<file path="src/rtl/lcd_hd44780_responder_pkg.sv">
// lcd_hd44780_responder_pkg: FSM states, instruction mask/match constants and address-counter helpers
package lcd_hd44780_responder_pkg;
  typedef enum logic [1:0] {IDLE, BUSY, CLEAR} lcd_state_e;
  localparam logic [7:0] DDRAM_SPACE = 8'h20;
  localparam logic [7:0] M_DDRAM = 8'h80, V_DDRAM = 8'h80;
  localparam logic [7:0] M_SHIFT = 8'hF0, V_SHIFT = 8'h10;
  localparam logic [7:0] M_DISP  = 8'hF8, V_DISP  = 8'h08;
  localparam logic [7:0] M_ENTRY = 8'hFC, V_ENTRY = 8'h04;
  localparam logic [7:0] M_HOME  = 8'hFE, V_HOME  = 8'h02;
  localparam logic [7:0] M_CLEAR = 8'hFF, V_CLEAR = 8'h01;
  function automatic logic hit(input logic [7:0] d, input logic [7:0] m, input logic [7:0] v);
    return (d & m) == v;
  endfunction
  function automatic logic [6:0] ac_step(input logic [6:0] ac, input logic inc);
    return inc ? (ac == 7'h0F ? 7'h40 : ac == 7'h4F ? 7'h00 : ac + 7'd1)
               : (ac == 7'h00 ? 7'h4F : ac == 7'h40 ? 7'h0F : ac - 7'd1);
  endfunction
endpackage

</file>
<file path="src/rtl/lcd_hd44780_responder_if.sv">
// lcd_hd44780_responder_if: HD44780 parallel bus between controller (master) and panel (slave)
interface lcd_hd44780_responder_if;
  logic [7:0] lcd_data;
  logic       lcd_rs;
  logic       lcd_rw;
  logic       lcd_e;
  logic [7:0] lcd_dq;
  modport master (output lcd_data, lcd_rs, lcd_rw, lcd_e, input lcd_dq);
  modport slave (input lcd_data, lcd_rs, lcd_rw, lcd_e, output lcd_dq);
endinterface

</file>
<file path="src/rtl/lcd_hd44780_responder_ddram.sv">
// lcd_hd44780_responder_ddram: 32x8 display RAM, reset-filled with spaces, one write port, registered read port
module lcd_hd44780_responder_ddram
  import lcd_hd44780_responder_pkg::*;
(
  input  logic       i_clk,
  input  logic       i_rst,
  input  logic       we,
  input  logic [4:0] waddr,
  input  logic [7:0] wdata,
  input  logic [4:0] rd_idx,
  output logic [7:0] rd_char
);
  logic [7:0] mem_q [32];
  logic [7:0] mem_d [32];
  logic [7:0] rd_q, rd_d;
  // next memory image and read data
  always_comb begin
    mem_d = mem_q;
    if (we) mem_d[waddr] = wdata;
    rd_d = mem_q[rd_idx];
  end
  // storage; reset fills every cell with a space
  always_ff @(posedge i_clk or posedge i_rst) begin
    if (i_rst) begin
      for (int i = 0; i < 32; i++) mem_q[i] <= DDRAM_SPACE;
      rd_q <= 8'h00;
    end else begin
      mem_q <= mem_d;
      rd_q  <= rd_d;
    end
  end
  assign rd_char = rd_q;
endmodule

</file>
<file path="src/rtl/lcd_hd44780_responder.sv">
// lcd_hd44780_responder: HD44780 panel-side responder with DDRAM mirror; LCD_BUSY_MODEL_EN enables busy timing
module lcd_hd44780_responder
  import lcd_hd44780_responder_pkg::*;
#(
  parameter int unsigned CLK_FREQ = 50_000_000,
  parameter int unsigned CMD_US   = 40,
  parameter int unsigned CLEAR_US = 1640
) (
  input  logic                          i_clk,
  input  logic                          i_rst,
  lcd_hd44780_responder_if.slave        lcd,
  input  logic [4:0]                    i_rd_idx,
  output logic [7:0]                    o_rd_char,
  output logic                          o_busy,
  output logic                          o_evt_valid,
  output logic                          o_evt_rs,
  output logic [7:0]                    o_evt_byte,
  output logic                          o_disp_on,
  output logic                          o_err
);
`ifdef LCD_BUSY_MODEL_EN
  localparam bit BUSY_EN = 1'b1;
`else
  localparam bit BUSY_EN = 1'b0;
`endif
  localparam longint CMD_CYC = longint'(CMD_US) * longint'(CLK_FREQ) / 1_000_000;
  localparam longint CLR_CYC = longint'(CLEAR_US) * longint'(CLK_FREQ) / 1_000_000;
  localparam logic [31:0] CMD_LD = 32'((CMD_CYC > 0) ? CMD_CYC - 1 : 0);
  localparam logic [31:0] CLR_LD = 32'((CLR_CYC > 0) ? CLR_CYC - 1 : 0);

  lcd_state_e  state_q, state_d;
  logic [31:0] cnt_q, cnt_d, ld;
  logic [4:0]  fill_q, fill_d;
  logic [6:0]  ac_q, ac_d;
  logic        id_q, id_d, disp_q, disp_d, err_q, err_d, busy_q, busy_d, e_q;
  logic        evt_v_q, evt_v_d, evt_rs_q, evt_rs_d;
  logic [7:0]  evt_byte_q, evt_byte_d;
  logic        pend_v_q, pend_v_d, pend_rs_q, pend_rs_d;
  logic [7:0]  pend_data_q, pend_data_d;
  logic        fall, wr, x_v, x_rs, is_clr, we;
  logic [7:0]  x_data, wdata;
  logic [4:0]  waddr;

  assign fall   = e_q & ~lcd.lcd_e;
  assign wr     = fall & ~lcd.lcd_rw;
  // without the busy model a transfer held during a clear fill takes precedence once IDLE
  assign x_v    = wr | (!BUSY_EN && pend_v_q);
  assign x_rs   = pend_v_q ? pend_rs_q : lcd.lcd_rs;
  assign x_data = pend_v_q ? pend_data_q : lcd.lcd_data;
  assign is_clr = !x_rs && hit(x_data, M_CLEAR, V_CLEAR);

  // decode, address counter, busy counter and clear fill
  always_comb begin
    state_d = state_q;
    cnt_d = cnt_q;
    fill_d = fill_q;
    ac_d = ac_q;
    id_d = id_q;
    disp_d = disp_q;
    err_d = err_q;
    evt_v_d = 1'b0;
    evt_rs_d = evt_rs_q;
    evt_byte_d = evt_byte_q;
    pend_v_d = pend_v_q;
    pend_rs_d = pend_rs_q;
    pend_data_d = pend_data_q;
    we = 1'b0;
    waddr = {ac_q[6], ac_q[3:0]};
    wdata = x_data;
    ld = CMD_LD;
    case (state_q)
      IDLE: begin
        pend_v_d = !BUSY_EN && pend_v_q && wr;
        if (pend_v_q && wr) begin
          pend_rs_d = lcd.lcd_rs;
          pend_data_d = lcd.lcd_data;
        end
        if (x_v && (x_rs || x_data != 8'h00)) begin
          evt_v_d = 1'b1;
          evt_rs_d = x_rs;
          evt_byte_d = x_data;
          if (x_rs) begin
            we = 1'b1;
            ac_d = ac_step(ac_q, id_q);
          end else if (hit(x_data, M_DDRAM, V_DDRAM)) begin
            ac_d = {x_data[6], 2'b00, x_data[3:0]};
            err_d = err_q | (x_data[5:4] != 2'b00);
          end else if (hit(x_data, M_SHIFT, V_SHIFT)) begin
            ac_d = x_data[3] ? ac_q : ac_step(ac_q, x_data[2]);
          end else if (hit(x_data, M_DISP, V_DISP)) begin
            disp_d = x_data[2];
          end else if (hit(x_data, M_ENTRY, V_ENTRY)) begin
            id_d = x_data[1];
          end else if (hit(x_data, M_HOME, V_HOME) || is_clr) begin
            ac_d = is_clr ? ac_q : 7'h00;
            ld = CLR_LD;
          end
          cnt_d = ld;
          fill_d = 5'd0;
          state_d = is_clr ? CLEAR : (BUSY_EN ? BUSY : IDLE);
        end
      end
      BUSY: begin
        state_d = (cnt_q == 32'd0) ? IDLE : BUSY;
        cnt_d = (cnt_q == 32'd0) ? cnt_q : cnt_q - 32'd1;
        err_d = err_q | wr;
      end
      CLEAR: begin
        we = 1'b1;
        waddr = fill_q;
        wdata = DDRAM_SPACE;
        fill_d = fill_q + 5'd1;
        cnt_d = (cnt_q == 32'd0) ? cnt_q : cnt_q - 32'd1;
        err_d = err_q | (BUSY_EN && wr);
        if (!BUSY_EN && wr && !pend_v_q) begin
          pend_v_d = 1'b1;
          pend_rs_d = lcd.lcd_rs;
          pend_data_d = lcd.lcd_data;
        end
        if (fill_q == 5'd31) begin
          ac_d = 7'h00;
          id_d = 1'b1;
          state_d = (BUSY_EN && cnt_q != 32'd0) ? BUSY : IDLE;
        end
      end
      default: state_d = IDLE;
    endcase
    busy_d = BUSY_EN && (state_d != IDLE);
  end

  // state and registered outputs
  always_ff @(posedge i_clk or posedge i_rst) begin
    if (i_rst) begin
      state_q <= IDLE;
      cnt_q <= 32'd0;
      fill_q <= 5'd0;
      ac_q <= 7'h00;
      id_q <= 1'b1;
      disp_q <= 1'b0;
      err_q <= 1'b0;
      busy_q <= 1'b0;
      e_q <= 1'b0;
      evt_v_q <= 1'b0;
      evt_rs_q <= 1'b0;
      evt_byte_q <= 8'h00;
      pend_v_q <= 1'b0;
      pend_rs_q <= 1'b0;
      pend_data_q <= 8'h00;
    end else begin
      state_q <= state_d;
      cnt_q <= cnt_d;
      fill_q <= fill_d;
      ac_q <= ac_d;
      id_q <= id_d;
      disp_q <= disp_d;
      err_q <= err_d;
      busy_q <= busy_d;
      e_q <= lcd.lcd_e;
      evt_v_q <= evt_v_d;
      evt_rs_q <= evt_rs_d;
      evt_byte_q <= evt_byte_d;
      pend_v_q <= pend_v_d;
      pend_rs_q <= pend_rs_d;
      pend_data_q <= pend_data_d;
    end
  end

  lcd_hd44780_responder_ddram u_ddram (
    .i_clk   (i_clk),
    .i_rst   (i_rst),
    .we      (we),
    .waddr   (waddr),
    .wdata   (wdata),
    .rd_idx  (i_rd_idx),
    .rd_char (o_rd_char)
  );

  assign lcd.lcd_dq  = (lcd.lcd_e && lcd.lcd_rw && !lcd.lcd_rs) ? {busy_q, ac_q} : 8'h00;
  assign o_busy      = busy_q;
  assign o_evt_valid = evt_v_q;
  assign o_evt_rs    = evt_rs_q;
  assign o_evt_byte  = evt_byte_q;
  assign o_disp_on   = disp_q;
  assign o_err       = err_q;
endmodule

</file>
<file path="src/flat_wrapper.sv">
// flat-port wrapper written by rule: the top's interface ports become plain ports
module lcd_hd44780_responder_flat import lcd_hd44780_responder_pkg::*;
#(
  parameter int unsigned CLK_FREQ = 50_000_000,
  parameter int unsigned CMD_US   = 40,
  parameter int unsigned CLEAR_US = 1640
)
  (i_clk, i_rst, i_rd_idx, o_rd_char, o_busy, o_evt_valid, o_evt_rs, o_evt_byte, o_disp_on, o_err, lcd_lcd_data, lcd_lcd_rs, lcd_lcd_rw, lcd_lcd_e, lcd_lcd_dq);
  lcd_hd44780_responder_if lcd_i ();
  input  logic i_clk;
  input  logic i_rst;
  input  logic [4:0] i_rd_idx;
  output logic [7:0] o_rd_char;
  output logic o_busy;
  output logic o_evt_valid;
  output logic o_evt_rs;
  output logic [7:0] o_evt_byte;
  output logic o_disp_on;
  output logic o_err;
  input wire logic [$bits(lcd_i.lcd_data)-1:0] lcd_lcd_data;
  input wire logic [$bits(lcd_i.lcd_rs)-1:0] lcd_lcd_rs;
  input wire logic [$bits(lcd_i.lcd_rw)-1:0] lcd_lcd_rw;
  input wire logic [$bits(lcd_i.lcd_e)-1:0] lcd_lcd_e;
  output wire logic [$bits(lcd_i.lcd_dq)-1:0] lcd_lcd_dq;
  assign lcd_i.lcd_data = lcd_lcd_data;
  assign lcd_i.lcd_rs = lcd_lcd_rs;
  assign lcd_i.lcd_rw = lcd_lcd_rw;
  assign lcd_i.lcd_e = lcd_lcd_e;
  assign lcd_lcd_dq = lcd_i.lcd_dq;
  lcd_hd44780_responder #(.CLK_FREQ(CLK_FREQ), .CMD_US(CMD_US), .CLEAR_US(CLEAR_US)) u_core (.i_clk(i_clk), .i_rst(i_rst), .lcd(lcd_i), .i_rd_idx(i_rd_idx), .o_rd_char(o_rd_char), .o_busy(o_busy), .o_evt_valid(o_evt_valid), .o_evt_rs(o_evt_rs), .o_evt_byte(o_evt_byte), .o_disp_on(o_disp_on), .o_err(o_err));
endmodule
</file>
<file path="config.mk">
export PLATFORM = sky130hd
export DESIGN_NAME = lcd_hd44780_responder_flat
export DESIGN_NICKNAME = d
export VERILOG_FILES = /design/src/rtl/lcd_hd44780_responder_pkg.sv /design/src/rtl/lcd_hd44780_responder_if.sv /design/src/rtl/lcd_hd44780_responder_ddram.sv /design/src/rtl/lcd_hd44780_responder.sv /design/src/flat_wrapper.sv
export SDC_FILE = /design/constraint.sdc
export NUM_CORES = 1
export LEC_CHECK = 0
export ABC_CLOCK_PERIOD_IN_PS = 10250
export CORE_MARGIN = 2
export CORE_UTILIZATION = 52
export CTS_CLUSTER_SIZE = 16
export DETAILED_ROUTE_END_ITERATION = 12
export PLACE_DENSITY = 0.71
export SETUP_SLACK_MARGIN = 0.3
export SLEW_MARGIN = 20
export SYNTH_ARGS = -nofsm -noshare
export SYNTH_HDL_FRONTEND = slang
export SYNTH_SLANG_ARGS = --single-unit
</file>
<file path="constraint.sdc">
create_clock -name i_clk -period 10.25 [get_ports i_clk]
set_input_delay 1.025 -clock i_clk [delete_from_list [all_inputs] [get_ports i_clk]]
set_output_delay 1.025 -clock i_clk [all_outputs]
set_load 0.02 [all_outputs]
</file>
==> flow_summary.ini <==
[cts]
cts_buffers = 38
cts-root-buf = clkbuf_16
cts_hold_buf = 0
clockBufferDepth = 3
clkTransAtPathRegs_ns = 0.06
clock_latency_ns = 0.52
numClockSinks = 334
cts_tree = yes
htree_levels = 2
post_cts_buffers = 0
ctsResizeCount = 0

[global_routing]
grtUsageTotal_pct = 23.2
grt_max_degree = 177
antenna_found_initial = 0
grt_pass1_vias = 10600
grt_pass1_wl_um = 60700
grt-ovfl-total = 0

[power_and_ir_drop]
clkPwrFrac_pct = 48.1
pwr-share-comb_pct = 4.4
p_sw_share_pct = 22.2
intPower_w = 0.00217
ir_drop_mv = 0.129
leakage_nw = 8.03
p_switching_w = 0.000622
p_per_area_nw_per_um2 = 151
p_seq_share_pct = 47.5

[floorplanning]
rows = 65
start_util_pct = 52.7
die_h_um = 183
die_area_um2 = 33400
die_w_um = 183
io_pins = 47
core-area_um2 = 31500

[worst_setup_path]
critPathMaxStageDelay_ns = 0.77
r2r_cells = 7
r2r_slack_ns = 6.64
cp.arrival_ns = 4.42
cp.required_ns = 10.65
cp-end-kind = flip-flop
cpMaxStageDelayCell = clkdlybuf4s50_1
cpLargestDelayFamily = simple AND/OR/NAND/NOR gates
setup.worst_path.class = input pin to flip-flop
cp-start-kind = input pin
worst-path-max-fanout = 13
worstPathBufferInverterCount = 1
regToRegEndpoint = u_core.u_ddram.mem_q[185]$_DFFE_PP0P_
r2r_start = u_core.state_q[0]$_DFFE_PP0P_
path_cells = clkdlybuf4s50_1 -> mux2_2 -> o211ai_1 -> o31ai_1 -> nor2b_1 -> nor2b_1 -> mux2_2

[route]
dr.first_iter.drc_count = 821
wirelength_um = 37400
vias_per_cell = 6.27
vias = 10500
wire_per_inst_um = 22.3
firstDrtPassIters = 8
drc = 0
postRouteAntennaNets = 0

[final_layout]
areaGrowthSynthToFinish_pct = 11.9
drive_above_1_share_pct = 39.3
fill_cells = 2453
fin_util_pct = 59.0
nNetsFinal = 1276
diodes = 0

[logic_synthesis]
synth_ff_type = dfrtp_1
synth.avg_cell_area_um2 = 13.3
synth_edf_count = 0
synth-seq-cells = 334
synthArstFlopShare_pct = 100
synth.distinct_cells = 79
ys_seq_area_share_pct = 50.6
synth_cells = 1243
yosys_warnings = 0
synth_area_um2 = 16600

[timing]
setup_viol_count_final = 0
slew_viol_final = 0
fmax_mhz = 248
tightestPinTransition_ns = 1.07
period_needed_ns = 4.03
maxSlewHeadroom_pct = 28.4
min_period_over_period_pct = 39.3
fin_tns_setup_ns = 0
finalHoldViolCount = 0
rsz0062_at_grt = no
fin_worst_skew_ns = 0.0191

[worst_hold_path]
whs_endpoint = u_core.o_evt_byte[2]$_DFFE_PP0P_
hold_start = u_core.o_evt_byte[2]$_DFFE_PP0P_
min_path_type = flip-flop to flip-flop
whs_path_depth = 2

[placed_design]
dp_hpwl_um = 23500
gp_congestion = 0.830
port_buffers = 44

[run]
maxCapViolations = 0

[outcome]
status = complete, no violations
==> registers in the layout, summed over array words and instances, names as in the netlist <==
signal / flops
u_core.ac_q: 7
u_core.cnt_q: 32
u_core.e_q: 1
u_core.fill_q: 5
u_core.id_q: 1
u_core.o_disp_on: 1
u_core.o_err: 1
u_core.o_evt_byte: 8
u_core.o_evt_rs: 1
u_core.o_evt_valid: 1
u_core.pend_data_q: 8
u_core.pend_rs_q: 1
u_core.pend_v_q: 1
u_core.state_q: 2
u_core.u_ddram.mem_q: 256
u_core.u_ddram.rd_char: 8
==> area by class of cell <==
type	instances	area [um2]	area share, %
flip-flops and latches	334	8400	45.3
multi-input cells	796	7750	41.7
clock buffers	59	1120	6.04
repair buffers	61	586	3.16
well taps	402	503	2.71
clock inverters	10	129	0.694
inverters	19	75.1	0.405
==> power groups by stage <==
stage	sequential [W]	clock, W	combinational, W
final	0.00133	0.00134	0.000123
after CTS	0.00133	0.00137	0.000125
after detailed placement	0.00135	0	0.000125
after global routing	0.00133	0.00142	0.000135
after global placement	0.00135	0	0.000124
after floorplan	0.00135	0	0.0000798
==> worst min-delay path, stage by stage, from the launching register on <==
cell and delay (ns):
dfrtp_1 0.34, nand2_1 0.05, o21ai_0 0.06
==> stage by stage <==
step                      worst slack [ns]  hold WS [ns]  cells  instance area, um2  total power (W)
after CTS                             6.26         0.490   1681               18600          0.00282
after global placement                5.88         0.466   1612               17300          0.00148
after floorplan                       4.79         0.475   1244               16600          0.00143
after detailed placement              5.72         0.478   1612               17300          0.00148
after global routing                  5.96         0.514   1681               18600          0.00289
final                                 6.22         0.485   1681               18600          0.00280
==> cells in the final DEF, fill, tap and decap left out, drive strengths merged, types with 9 or more instances in the layout <==
master,instances
and3,10
nor2b,14
nor3b,10
mux2i,9
mux2,275
nand3,11
dfstp,33
clkbuf,59
nor3,15
and2,14
nor4,16
a211oi,12
nand2b,15
dfrtp,301
inv,18
nor2,63
clkdlybuf4s50,42
a21oi,21
mux4,80
nand2,44
buf,19
o21ai,41
or3,15
xnor2,15
==> cell families (layout without fill, tap and decap cells) <==
family                     Yosys count  after routing  synth area share [%]
muxes                              364            364                  30.1
DFF                                334            334                  50.6
other                                1              2                0.0226
buffers and inverters              114            149                  2.88
xor gates and xnor gates            17             17                 0.897
adders and majority gates            8              8                 0.603
AOI/OAI and AO/OA                  147            147                  6.15
and+or+nand+nor                    258            258                  8.75
==> worst max path at each step <==
stage | slack (ns) | startpoint | cells past startpoint | endpoint
6_report | 6.22 | lcd_lcd_rs | 7 | u_core.u_ddram.mem_q[185]$_DFFE_PP0P_
4_1_cts | 6.26 | lcd_lcd_rs | 7 | u_core.u_ddram.mem_q[185]$_DFFE_PP0P_
3_3_place_gp | 5.88 | lcd_lcd_rs | 7 | u_core.u_ddram.mem_q[190]$_DFFE_PP0P_
3_5_place_dp | 5.72 | lcd_lcd_rs | 7 | u_core.u_ddram.mem_q[185]$_DFFE_PP0P_
5_1_grt | 5.96 | lcd_lcd_e | 7 | u_core.u_ddram.mem_q[184]$_DFFE_PP0P_
2_1_floorplan | 4.79 | i_rst | 1 | u_core.ac_q[0]$_DFFE_PP0P_
==> cell usage after synthesis (all sizes together), types with 3 or more instances <==
library cell / instances / area share [%]
and3: 10 / 0.38
or4: 8 / 0.38
nand3b: 4 / 0.18
or3b: 5 / 0.26
nor2: 63 / 1.6
mux2i: 9 / 0.54
ha: 8 / 0.60
nor4: 16 / 0.69
a21o: 3 / 0.14
nor3b: 10 / 0.51
nor2b: 14 / 0.53
or2: 4 / 0.15
a31oi: 6 / 0.23
buf: 41 / 1.2
o21a: 4 / 0.18
o22a: 3 / 0.16
a211oi: 12 / 0.54
a22oi: 5 / 0.26
nand2: 44 / 1.0
o22ai: 7 / 0.26
a22o: 3 / 0.16
and2: 14 / 0.53
mux2: 275 / 19
nand4: 4 / 0.15
o21ai: 41 / 1.2
o31ai: 7 / 0.43
dfrtp: 301 / 45
inv: 19 / 0.43
nand2b: 15 / 0.57
xnor2: 15 / 0.79
dfstp: 33 / 5.2
mux4: 80 / 11
a32o: 5 / 0.30
nor3: 15 / 0.52
nand3: 11 / 0.33
a21oi: 21 / 0.63
or3: 15 / 0.63
o221ai: 3 / 0.16
a2111oi: 4 / 0.21
a32oi: 4 / 0.21
clkbuf: 54 / 1.2
==> per-layer routing <==
metal | wire, um | up-vias | GRT usage (%)
met4 | 711 | 0 | 5.45
met1 | 17400 | 5556 | 35.0
met5 | 0 | - | 0
met3 | 1900 | 47 | 3.45
li1 | - | 4647 | -
met2 | 17400 | 298 | 35.7
No activity file was read; power rests on OpenSTA's default activity.
